$ cat config.mk
export PLATFORM = sky130hd
export DESIGN_NAME = pipe_ctrl_flat
export DESIGN_NICKNAME = d
export VERILOG_FILES = /design/src/rtl/pipe_ctrl_pkg.sv /design/src/rtl/pipe_ctrl_if.sv /design/src/rtl/pipe_ctrl_stall_counter.sv /design/src/rtl/pipe_ctrl.sv /design/src/flat_wrapper.sv
export SDC_FILE = /design/constraint.sdc
export NUM_CORES = 1
export LEC_CHECK = 0
export CAP_MARGIN = 30
export CORE_MARGIN = 3
export CORE_UTILIZATION = 44
export CTS_CLUSTER_DIAMETER = 80
export DETAILED_ROUTE_END_ITERATION = 16
export GPL_TIMING_DRIVEN = 0
export HOLD_SLACK_MARGIN = 0.08
export PLACE_DENSITY_LB_ADDON = 0.1
export SETUP_SLACK_MARGIN = 0.15
export SYNTH_ARGS = -nofsm -noshare
export SYNTH_HDL_FRONTEND = slang
export SYNTH_SLANG_ARGS = --single-unit
$ cat constraint.sdc
create_clock -name clk -period 6.5 [get_ports clk]
set_clock_uncertainty 0.2 [all_clocks]
set_input_delay 1.625 -clock clk [delete_from_list [all_inputs] [get_ports clk]]
set_output_delay 1.625 -clock clk [all_outputs]
set_load 0.02 [all_outputs]
$ cat src/rtl/pipe_ctrl_pkg.sv
// Shared types and constants for the pipeline hazard/redirect controller.
// Holds the stall encodings, FSM states and the default exception vector.
package pipe_ctrl_pkg;

  typedef enum logic [1:0] {
    ST_RUN    = 2'd0,
    ST_EXWAIT = 2'd1,
    ST_FLUSH  = 2'd2
  } state_t;

  // Stall bit order: bit0 PC, bit1 IF, bit2 ID, bit3 EX, bit4 MEM, bit5 WB
  localparam logic [5:0] STALL_NONE    = 6'b000000;
  localparam logic [5:0] STALL_LOADUSE = 6'b000111;
  localparam logic [5:0] STALL_EX      = 6'b001111;

  localparam logic [31:0] EXCP_VEC_DEFAULT = 32'h0000_0100;

  function automatic logic [31:0] sat_inc(input logic [31:0] value);
    return (value == 32'hFFFF_FFFF) ? value : value + 32'd1;
  endfunction

endpackage

$ cat src/rtl/pipe_ctrl_if.sv
// Bundle of hazard requests from the pipeline and the controller's
// stall/flush/redirect responses.
interface pipe_ctrl_if;
  logic        stallreq_id;
  logic        stallreq_ex;
  logic        ex_done;
  logic        branch_flag_i;
  logic [31:0] branch_target_i;
  logic        excp_i;
  logic [5:0]  stall_o;
  logic        flush_o;
  logic [31:0] new_pc_o;
  logic        timeout_o;
  logic [31:0] stall_cnt_o;

  modport master (
    output stallreq_id, stallreq_ex, ex_done, branch_flag_i, branch_target_i, excp_i,
    input  stall_o, flush_o, new_pc_o, timeout_o, stall_cnt_o
  );

  modport slave (
    input  stallreq_id, stallreq_ex, ex_done, branch_flag_i, branch_target_i, excp_i,
    output stall_o, flush_o, new_pc_o, timeout_o, stall_cnt_o
  );
endinterface

$ cat src/rtl/pipe_ctrl_stall_counter.sv
// 32-bit saturating event counter with synchronous clear; counts cycles
// in which enable is high.
module stall_counter
  import pipe_ctrl_pkg::*;
(
  input  logic        clk,
  input  logic        rst,
  input  logic        enable,
  output logic [31:0] count
);

  always_ff @(posedge clk) begin
    if (rst)
      count <= '0;
    else if (enable)
      count <= sat_inc(count);
  end

endmodule

$ cat src/rtl/pipe_ctrl.sv
// Pipeline control: arbitrates load-use stalls, multi-cycle execute waits,
// branch redirects and exceptions into per-stage stall and flush controls.
module pipe_ctrl
  import pipe_ctrl_pkg::*;
#(
  parameter logic [31:0] EXCP_VEC = EXCP_VEC_DEFAULT,
  parameter int          MAX_WAIT = 64
) (
  input  logic        clk,
  input  logic        rst,
  pipe_ctrl_if.slave  bus
);

  localparam logic [7:0] WAIT_LAST = 8'(MAX_WAIT - 1);

  state_t      state_q, state_d;
  logic [7:0]  wait_q, wait_d;
  logic [5:0]  stall;
  logic        flush;
  logic [31:0] new_pc;
  logic        timeout;

  always_ff @(posedge clk) begin
    if (rst) begin
      state_q <= ST_RUN;
      wait_q  <= '0;
    end else begin
      state_q <= state_d;
      wait_q  <= wait_d;
    end
  end

  // Exceptions win everywhere; FLUSH ignores requests from squashed instructions
  always_comb begin
    state_d = state_q;
    wait_d  = '0;
    stall   = STALL_NONE;
    flush   = 1'b0;
    new_pc  = '0;
    timeout = 1'b0;

    unique case (state_q)
      ST_RUN: begin
        if (bus.excp_i) begin
          flush   = 1'b1;
          new_pc  = EXCP_VEC;
          state_d = ST_FLUSH;
        end else if (bus.branch_flag_i) begin
          flush   = 1'b1;
          new_pc  = bus.branch_target_i;
          state_d = ST_FLUSH;
        end else if (bus.stallreq_ex) begin
          stall   = STALL_EX;
          state_d = ST_EXWAIT;
        end else if (bus.stallreq_id) begin
          stall   = STALL_LOADUSE;
        end
      end

      ST_EXWAIT: begin
        if (bus.excp_i) begin
          flush   = 1'b1;
          new_pc  = EXCP_VEC;
          state_d = ST_FLUSH;
        end else if (bus.ex_done) begin
          state_d = ST_RUN;
        end else if (wait_q == WAIT_LAST) begin
          timeout = 1'b1;
          flush   = 1'b1;
          new_pc  = EXCP_VEC;
          state_d = ST_FLUSH;
        end else begin
          stall   = STALL_EX;
          wait_d  = wait_q + 8'd1;
        end
      end

      ST_FLUSH: begin
        if (bus.excp_i) begin
          flush   = 1'b1;
          new_pc  = EXCP_VEC;
          state_d = ST_FLUSH;
        end else begin
          state_d = ST_RUN;
        end
      end

      default: state_d = ST_RUN;
    endcase

    if (rst) begin
      stall   = STALL_NONE;
      flush   = 1'b0;
      new_pc  = '0;
      timeout = 1'b0;
    end
  end

  assign bus.stall_o   = stall;
  assign bus.flush_o   = flush;
  assign bus.new_pc_o  = new_pc;
  assign bus.timeout_o = timeout;

  stall_counter u_stall_counter (
    .clk    (clk),
    .rst    (rst),
    .enable (stall != STALL_NONE),
    .count  (bus.stall_cnt_o)
  );

endmodule

$ cat src/flat_wrapper.sv
// flat-port wrapper written by rule: the top's interface ports become plain ports
module pipe_ctrl_flat import pipe_ctrl_pkg::*;
#(
  parameter logic [31:0] EXCP_VEC = EXCP_VEC_DEFAULT,
  parameter int          MAX_WAIT = 64
)
  (clk, rst, bus_stallreq_id, bus_stallreq_ex, bus_ex_done, bus_branch_flag_i, bus_branch_target_i, bus_excp_i, bus_stall_o, bus_flush_o, bus_new_pc_o, bus_timeout_o, bus_stall_cnt_o);
  pipe_ctrl_if bus_i ();
  input  logic clk;
  input  logic rst;
  input wire logic [$bits(bus_i.stallreq_id)-1:0] bus_stallreq_id;
  input wire logic [$bits(bus_i.stallreq_ex)-1:0] bus_stallreq_ex;
  input wire logic [$bits(bus_i.ex_done)-1:0] bus_ex_done;
  input wire logic [$bits(bus_i.branch_flag_i)-1:0] bus_branch_flag_i;
  input wire logic [$bits(bus_i.branch_target_i)-1:0] bus_branch_target_i;
  input wire logic [$bits(bus_i.excp_i)-1:0] bus_excp_i;
  output wire logic [$bits(bus_i.stall_o)-1:0] bus_stall_o;
  output wire logic [$bits(bus_i.flush_o)-1:0] bus_flush_o;
  output wire logic [$bits(bus_i.new_pc_o)-1:0] bus_new_pc_o;
  output wire logic [$bits(bus_i.timeout_o)-1:0] bus_timeout_o;
  output wire logic [$bits(bus_i.stall_cnt_o)-1:0] bus_stall_cnt_o;
  assign bus_i.stallreq_id = bus_stallreq_id;
  assign bus_i.stallreq_ex = bus_stallreq_ex;
  assign bus_i.ex_done = bus_ex_done;
  assign bus_i.branch_flag_i = bus_branch_flag_i;
  assign bus_i.branch_target_i = bus_branch_target_i;
  assign bus_i.excp_i = bus_excp_i;
  assign bus_stall_o = bus_i.stall_o;
  assign bus_flush_o = bus_i.flush_o;
  assign bus_new_pc_o = bus_i.new_pc_o;
  assign bus_timeout_o = bus_i.timeout_o;
  assign bus_stall_cnt_o = bus_i.stall_cnt_o;
  pipe_ctrl #(.EXCP_VEC(EXCP_VEC), .MAX_WAIT(MAX_WAIT)) u_core (.clk(clk), .rst(rst), .bus(bus_i));
endmodule
==> results.cfg, run 1 <==
[synth]
synth_fa_ha_area_share_pct = 1.03
synth.most_common_cell = dfxtp_1
synth_top_family_by_area = simple AND/OR/NAND/NOR gates
synth_top_area_share_pct = 34.5
yosysWarnings = 0
synth_top_area_cell = dfxtp_1
synth-compound-area-share_pct = 18.6
yosys.area_share.simple_pct = 36.7
ys_types = 47
synthMuxAreaShare_pct = 0.924
synthTopCellsByArea = dfxtp_1 34%, and2_1 8.2%, or4_1 7.4%, o31ai_1 6.5%, a21oi_1 6.2%
syn_inst = 297
async_flop_share_pct = 0
synth_seq_cells = 42
yosysSeqAreaShare_pct = 34.5
synth_xor_area_share_pct = 2.16
synthesis.area_per_instance_um2 = 8.21
synth_ff_type = dfxtp_1
synth_common_cells = 42 x dfxtp_1, 32 x and2_1, 30 x a21oi_1, 24 x or4_1, 21 x o31ai_1
syn_area_um2 = 2440
synth_edf_count = 0

[timing]
rsz0062_at_grt = no
setup_viol_count_final = 0
max_freq_ghz = 0.163
slew_violations = 0
tightest_slew_ns = 0.745
hold_viol_final = 0
setup_tns_ns = 0
slew_headroom_pct = 49.6
period_needed_ns = 6.13
finalCritPeriodShare_pct = 94.3

[clock_tree]
ctsResizeCount = 0
cts_hold_buf = 0
cts_tree = built
clock-root-buffer = clkbuf_8
clock_latency_ns = 0.30
cts_buffers = 5
post_cts_buffers = 0
clkSlewWorstSetupHoldPaths_ns = 0.08
cts.sinks = 42
ctsLongestPathBuffers = 2
h-tree-depth = 2

[routing]
wl_per_cell_um = 15.8
drt-total-wl_mm = 7.61
via_count = 2743
via_per_inst = 5.68
dr.first_iter.drc_count = 193
drc = 0
dr.pass1.iters = 4
drtAntennaViolNets = 0

[global_routing]
grt_usage_pct = 24.4
antenna_found_initial = 0
grt_start_max_net_pins = 14
grt_pass1_wl_mm = 12.5
overflow = 0
grt_pass1_vias = 2577

[status]
outcome = completed

[setup_path]
rr_endpoint = u_core.u_stall_counter.count[11]
reg2regPathDepth = 7
worstPathRequired_ns = 4.68
start_kind = input pin
arrival_ns = 4.30
crit_slowest_cell = clkdlybuf4s50_1
crit_type = in -> out
rrSetupSlack_ns = 3.89
r2r-start = u_core.u_stall_counter.count[9]
slowest_delay_ns = 0.68
path_cells = clkdlybuf4s50_1 -> nor4_1 -> o2111ai_1 -> a21boi_2 -> buf_2 -> buf_2 -> inv_1 -> buf_4 -> clkdlybuf4s50_1
worst_setup_path_end_kind = output pin
path_max_fanout = 10

[floorplanning]
start_util_pct = 46.5
pin_count = 111
core_um2 = 5240
dieWidth_um = 80.4
die_h_um = 80.4
row_count = 26
dieArea_um2 = 6470

[pwr]
leakagePower_nw = 1.23
power_density_nw_per_um2 = 136
irDropWorstVdd_v = 0.0000777

[cells_and_area]
areaGrowthSynthToFinish_pct = 51.6
fillers = 428
nNetsFinal = 453
drive_gt1_share_pct = 7.75
num_antenna_cells = 0
final_area_um2 = 3690

[placed_design]
place_area_um2 = 3600
io_buffers = 107
hpwl_mm = 5.87
gp_congestion = 0.852

[worst_hold_path]
min-delay-start = u_core.wait_q[0]
min_path_type = reg -> reg
whs_path_depth = 1
holdPathEnd = u_core.wait_q[0]

[flow_run]
max_cap_viol_count = 0
==> per-layer routing <==
layer  GRT usage [%]  routed length, µm  up-vias
met3            7.06                633        7
met1            29.5               3010     1276
met2            42.3               3890      117
li1                -                  -     1343
met5               0                  0        -
met4            5.91                 80        0
==> layout make-up <==
class | count | area, µm² | share of cell area, %
Multi-Input combinational cell | 228 | 1460 | 39.4
Timing Repair Buffer | 107 | 1070 | 29.0
Sequential cell | 42 | 841 | 22.8
Buffer | 21 | 119 | 3.22
Tap cell | 70 | 87.6 | 2.37
Clock buffer | 6 | 82.6 | 2.24
Inverter | 7 | 26.3 | 0.711
Clock inverter | 2 | 12.5 | 0.339
==> metrics by stage <==
stage	utilization (%)	std cells	setup slack [ns]	power, W	hold slack [ns]
2_1_floorplan	-	298	1.60	0.000290	0.237
3_3_place_gp	68.7	475	0.422	0.000329	0.255
3_5_place_dp	68.7	475	0.421	0.000330	0.270
4_1_cts	70.5	483	0.417	0.000505	0.290
5_1_grt	70.5	483	0.225	0.000520	0.314
6_report	70.5	483	0.372	0.000503	0.289
==> cells in the final DEF, fill, tap and decap left out, drive strengths merged, types with 2 or more instances in the layout <==
cell type and count:
or2 2, o41ai 2, conb 2, clkbuf 14
a21oi 30, nand3 20, ha 2, nor3 3
nand4 8, buf 13, mux2 2, nor4 7
o311ai 5, clkdlybuf4s50 107, and4 2, or3 3
nand2 14, o31ai 21, inv 7, nor2b 3
or4 24, and3 8, dfxtp 42, o21ai 4
xor2 5, and2 32, nor2 17
==> critical path, delay by kind of cell <==
kind | cells | cell delay, ns
AO/OA/AOI/OAI | 2 | 0.51
buffers and inverters | 6 | 2.03
AND/OR/NAND/NOR | 1 | 0.12
==> state kept, by name (all words and copies together) (netlist names) <==
name,cells
u_core.u_stall_counter.count,32
u_core.state_q,2
u_core.wait_q,8
==> how the worst max path moves through the flow <==
stage | startpoint | to | cells past startpoint
3_3_place_gp | bus_excp_i | bus_stall_o[2] | 9
6_report | bus_excp_i | bus_stall_o[1] | 9
5_1_grt | bus_excp_i | bus_stall_o[1] | 9
4_1_cts | bus_excp_i | bus_stall_o[1] | 9
2_1_floorplan | rst | bus_stall_o[1] | 8
3_5_place_dp | bus_excp_i | bus_stall_o[1] | 9
==> where the power goes <==
part	switching [W]	internal, W	leakage [nW]
registers	0.00000120	0.000258	0.339
clock network	0.0000928	0.0000854	0.0472
logic	0.0000289	0.0000365	0.846
total	0.000123	0.000380	1.23
==> kinds of logic (layout without fill, tap and decap cells) <==
group	Yosys count	after routing
buf+inv	28	143
flops	42	42
simple gates	147	147
compound gates	69	69
mux	2	2
xor+xnor	6	6
fa+ha+maj	2	2
other cells	1	2
No activity file was read; power rests on OpenSTA's default activity.
==> inputs of run 2 (changes only) <==
--- a/constraint.sdc
+++ b/constraint.sdc
@@ -4,2 +4,2 @@
 set_output_delay 1.625 -clock clk [all_outputs]
-set_load 0.02 [all_outputs]
+set_load 0.05 [all_outputs]
==> results.cfg, run 2 (same netlist as run 1, synthesis figures left out) <==
[cells_and_area]
final_area_um2 = 3700
regMostFlops = u_core.u_stall_counter.count
num_antenna_cells = 0
most-common-layout-cells = 104 x clkdlybuf4s50_1, 42 x dfxtp_1, 32 x and2_1, 30 x a21oi_1, 24 x or4_1
areaGrowthSynthToFinish_pct = 51.9
reg_top3 = u_core.u_stall_counter.count x32, u_core.wait_q x8, u_core.state_q x2
layoutNonFillerInstCount = 483
fin_util_pct = 70.7
multiInputGateArea_um2 = 1460
fillers = 427
largest_reg_flops = 32
register_area_um2 = 841
nNetsFinal = 453
final_common_cell = clkdlybuf4s50_1
drive_gt1_share_pct = 7.75

[floorplanning]
start_util_pct = 46.5
row_count = 26
dieWidth_um = 80.4
die_h_um = 80.4
dieArea_um2 = 6470
core_um2 = 5240
pin_count = 111

[global_routing]
antenna_found_initial = 0
grt_start_max_net_pins = 14
grt_pass1_wl_mm = 12.5
grt_usage_pct = 24.4
grt_pass1_vias = 2577
overflow = 0

[routing]
via_count = 2722
drt-total-wl_mm = 7.61
via_per_inst = 5.64
dr.pass1.iters = 4
drc = 0
wl_per_cell_um = 15.8
drtAntennaViolNets = 0
dr.first_iter.drc_count = 199

[pwr]
leakagePower_nw = 1.29
total_power_w = 0.000518
irDropWorstVdd_v = 0.0000774
power_density_nw_per_um2 = 140

[timing]
hold_viol_final = 0
tightest_slew_ns = 0.745
period_needed_ns = 6.11
slew_violations = 0
finalCritPeriodShare_pct = 94.0
setup_viol_count_final = 0
max_freq_ghz = 0.164
rsz0062_at_grt = no
slew_headroom_pct = 49.6
setup_tns_ns = 0

[clock_tree]
clkSlewWorstSetupHoldPaths_ns = 0.08
ctsLongestPathBuffers = 2
cts_tree = built
cts.sinks = 42
clock-root-buffer = clkbuf_8
cts_hold_buf = 0
h-tree-depth = 2
cts_buffers = 5
clock_latency_ns = 0.30

[setup_path]
worst_path_most_repeated_cell = clkdlybuf4s50_1
worstPathRequired_ns = 4.68
worst_setup_path_end_kind = output pin
path_cells = clkdlybuf4s50_1 -> nor2b_1 -> nor4b_1 -> clkbuf_1 -> and2_1 -> clkdlybuf4s50_1
arrival_ns = 4.28
crit_type = in -> out
crit_slowest_cell = clkdlybuf4s50_1
path_max_fanout = 10
start_kind = input pin
slowest_delay_ns = 0.81
path_delay_family = buffers and inverters
crit_buf_inv = 3

[flow_run]
max_cap_viol_count = 0

[placed_design]
placed_cells = 475
hpwl_mm = 5.87
io_buffers = 107
gp_congestion = 0.852
place_area_um2 = 3600

[worst_hold_path]
min_path_type = reg -> reg

[status]
outcome = completed
-- run 2: cell count changes in the layout (fill, tap and decap cells not counted) --
| cell | change |
|---|---|
| clkdlybuf4s50_1 | -3 |
| dlymetal6s2s_1 | +3 |
-- run 2: final timing paths --
path | from | cells after the start | slack (ns) | end
max | bus_branch_flag_i | 6 | 0.39 | bus_new_pc_o[10]
min reg2reg | u_core.wait_q[0] | 1 | 0.29 | u_core.wait_q[0]
max reg2reg | u_core.u_stall_counter.count[9] | 7 | 3.91 | u_core.u_stall_counter.count[11]
min | u_core.wait_q[0] | 1 | 0.29 | u_core.wait_q[0]
-- run 2: per-layer routing --
metal | share of wire (%) | global-route usage [%] | up-vias
met2 | 51 | 42.3 | 121
met4 | 1.2 | 5.91 | 0
met3 | 9.5 | 7.06 | 8
met1 | 38 | 29.5 | 1252
met5 | 0 | 0 | -
li1 | - | - | 1341
-- run 2: power by group --
group,switching (W),internal (W)
sequential,0.00000119,0.000258
combinational,0.0000439,0.0000363
clock,0.0000931,0.0000854
total,0.000138,0.000380
-- run 2: final cells by class --
cell class              count  share of cell area [%]
plain buffers              21                    3.21
clock buffers               6                    2.23
clock inverters             2                   0.338
inverters                   7                   0.710
multi-input cells         228                    39.3
flip-flops and latches     42                    22.7
well taps                  70                    2.37
repair buffers            107                    29.1
-- run 2: per-stage QoR --
stage | hold slack, ns | worst slack [ns]
2_1_floorplan | 0.237 | 1.37
6_report | 0.289 | 0.391
5_1_grt | 0.314 | 0.242
3_3_place_gp | 0.255 | 0.238
3_5_place_dp | 0.270 | 0.221
4_1_cts | 0.290 | 0.218
-- run 2: what timing repair did --
action	CTS	global route
hold endpoints to repair	0	0
setup buffers	0	0
gates resized for setup	0	3
endpoints found under the setup margin	0	3
==> inputs of run 3 (changes only) <==
- ABC_AREA: not set -> 0
- REMOVE_ABC_BUFFERS: not set -> 1
==> results.cfg, run 3 (same netlist as run 1, synthesis figures left out) <==
[status]
outcome = completed

[cells_and_area]
final_common_cell = clkdlybuf4s50_1
nNetsFinal = 438
num_antenna_cells = 0
reg_top3 = u_core.u_stall_counter.count x32, u_core.wait_q x8, u_core.state_q x2
register_area_um2 = 841
areaGrowthSynthToFinish_pct = 53.2
largest_reg_flops = 32
regMostFlops = u_core.u_stall_counter.count
most-common-layout-cells = 107 x clkdlybuf4s50_1, 42 x dfxtp_1, 32 x and2_1, 30 x a21oi_1, 24 x or4_1
final_area_um2 = 3730
fillers = 438
multiInputGateArea_um2 = 1480
drive_gt1_share_pct = 6.03

[setup_path]
crit_slowest_cell = clkdlybuf4s50_1
arrival_ns = 4.41
path_cells = dlygate4sd2_1 -> inv_1 -> o2111ai_1 -> a21boi_4 -> buf_16 -> inv_1 -> clkdlybuf4s50_1
worst_path_most_repeated_cell = inv_1
slowest_delay_ns = 0.72
crit_buf_inv = 5
worst_setup_path_end_kind = output pin
worstPathRequired_ns = 4.68
crit_type = in -> out
start_kind = input pin
path_delay_family = buffers and inverters
path_max_fanout = 35

[floorplanning]
core_um2 = 5240
die_h_um = 80.4
dieWidth_um = 80.4
dieArea_um2 = 6470
start_util_pct = 46.5
pin_count = 111
row_count = 26

[flow_run]
max_cap_viol_count = 0

[routing]
drt-total-wl_mm = 6.99
dr.first_iter.drc_count = 125
drc = 0
via_count = 2629
wl_per_cell_um = 14.9
via_per_inst = 5.62
drtAntennaViolNets = 0
dr.pass1.iters = 4

[global_routing]
overflow = 0
grt_pass1_wl_mm = 11.2
grt_start_max_net_pins = 36
grt_usage_pct = 21.6
grt_pass1_vias = 2447
antenna_found_initial = 0

[timing]
setup_viol_count_final = 0
setup_tns_ns = 0
rsz0062_at_grt = yes
finalCritPeriodShare_pct = 96.0
slew_violations = 0
tightest_slew_ns = 0.862
period_needed_ns = 6.24
max_freq_ghz = 0.160
hold_viol_final = 0
slew_headroom_pct = 42.4

[placed_design]
hpwl_mm = 5.15
io_buffers = 108
place_area_um2 = 3580
gp_congestion = 0.820

[clock_tree]
cts.sinks = 42
clkSlewWorstSetupHoldPaths_ns = 0.08
h-tree-depth = 2
cts_tree = built
post_cts_buffers = 0
clock_latency_ns = 0.30
ctsLongestPathBuffers = 2
clock-root-buffer = clkbuf_8
cts_hold_buf = 0
cts_buffers = 5

[pwr]
irDropWorstVdd_v = 0.000117
leakagePower_nw = 1.24
total_power_w = 0.000595
power_density_nw_per_um2 = 159

[worst_hold_path]
min_path_type = reg -> reg
[run 3: cell count changes in the layout (fill, tap and decap cells not counted), moves of 2 or more]
| cell | delta |
|---|---|
| buf_6 | -2 |
| clkdlybuf4s50_1 | +3 |
| buf_16 | +2 |
| dlymetal6s2s_1 | -3 |
| buf_2 | -7 |
| clkbuf_1 | -7 |
| bufinv_16 | +2 |
| buf_4 | -3 |
[run 3: worst paths after layout]
check	start	endpoint	slack (ns)	cells past startpoint
setup / recovery	rst	bus_stall_o[1]	0.26	7
hold / removal	u_core.wait_q[0]	u_core.wait_q[0]	0.28	1
setup reg to reg	u_core.u_stall_counter.count[10]	u_core.u_stall_counter.count[5]	3.63	6
hold reg to reg	u_core.wait_q[0]	u_core.wait_q[0]	0.28	1
[run 3: worst reg2reg max path: cells and delay by family (launching register included)]
kind,cells,cell delay (ns)
AND/OR/NAND/NOR,4,1.54
buffers and inverters,1,0.25
flip-flops,1,0.43
multiplexers,1,0.33
[run 3: per-layer routing]
metal  share of wire (%)  up-vias  routed length, µm  track usage [%]
met5                   0        -                  0                0
met4                0.92        0                 64             4.90
met3                 8.2        6                574             8.18
met2                  49       89               3450             37.0
met1                  42     1216               2910             25.4
li1                    -     1318                  -                -
[run 3: layout make-up]
cell class / count / area share (%)
Multi-Input combinational cell: 229 / 39.6
Tap cell: 70 / 2.35
Clock buffer: 6 / 2.21
Clock inverter: 2 / 1.61
Timing Repair Buffer: 112 / 31.0
Inverter: 7 / 0.704
Sequential cell: 42 / 22.5
[run 3: report_power, final]
part	switching [W]	internal, W	leakage, nW
Combinational	0.0000424	0.0000368	0.833
Sequential	0.00000132	0.000258	0.339
Clock	0.0000932	0.000164	0.0714
[run 3: timing repair]
item                       in CTS  in global routing
setup endpoints to repair      19                 19
resized for setup               1                  0
cloned                          1                  0
[run 3: per-stage QoR]
step	worst slack, ns	hold slack [ns]	util (%)	std cells
after floorplan	0.647	0.237	-	277
after global placement	-1.99	0.258	66.7	455
after detailed placement	-0.115	0.258	68.4	459
after CTS	0.242	0.280	71.3	468
after global routing	0.114	0.309	71.3	468
final	0.262	0.275	71.3	468
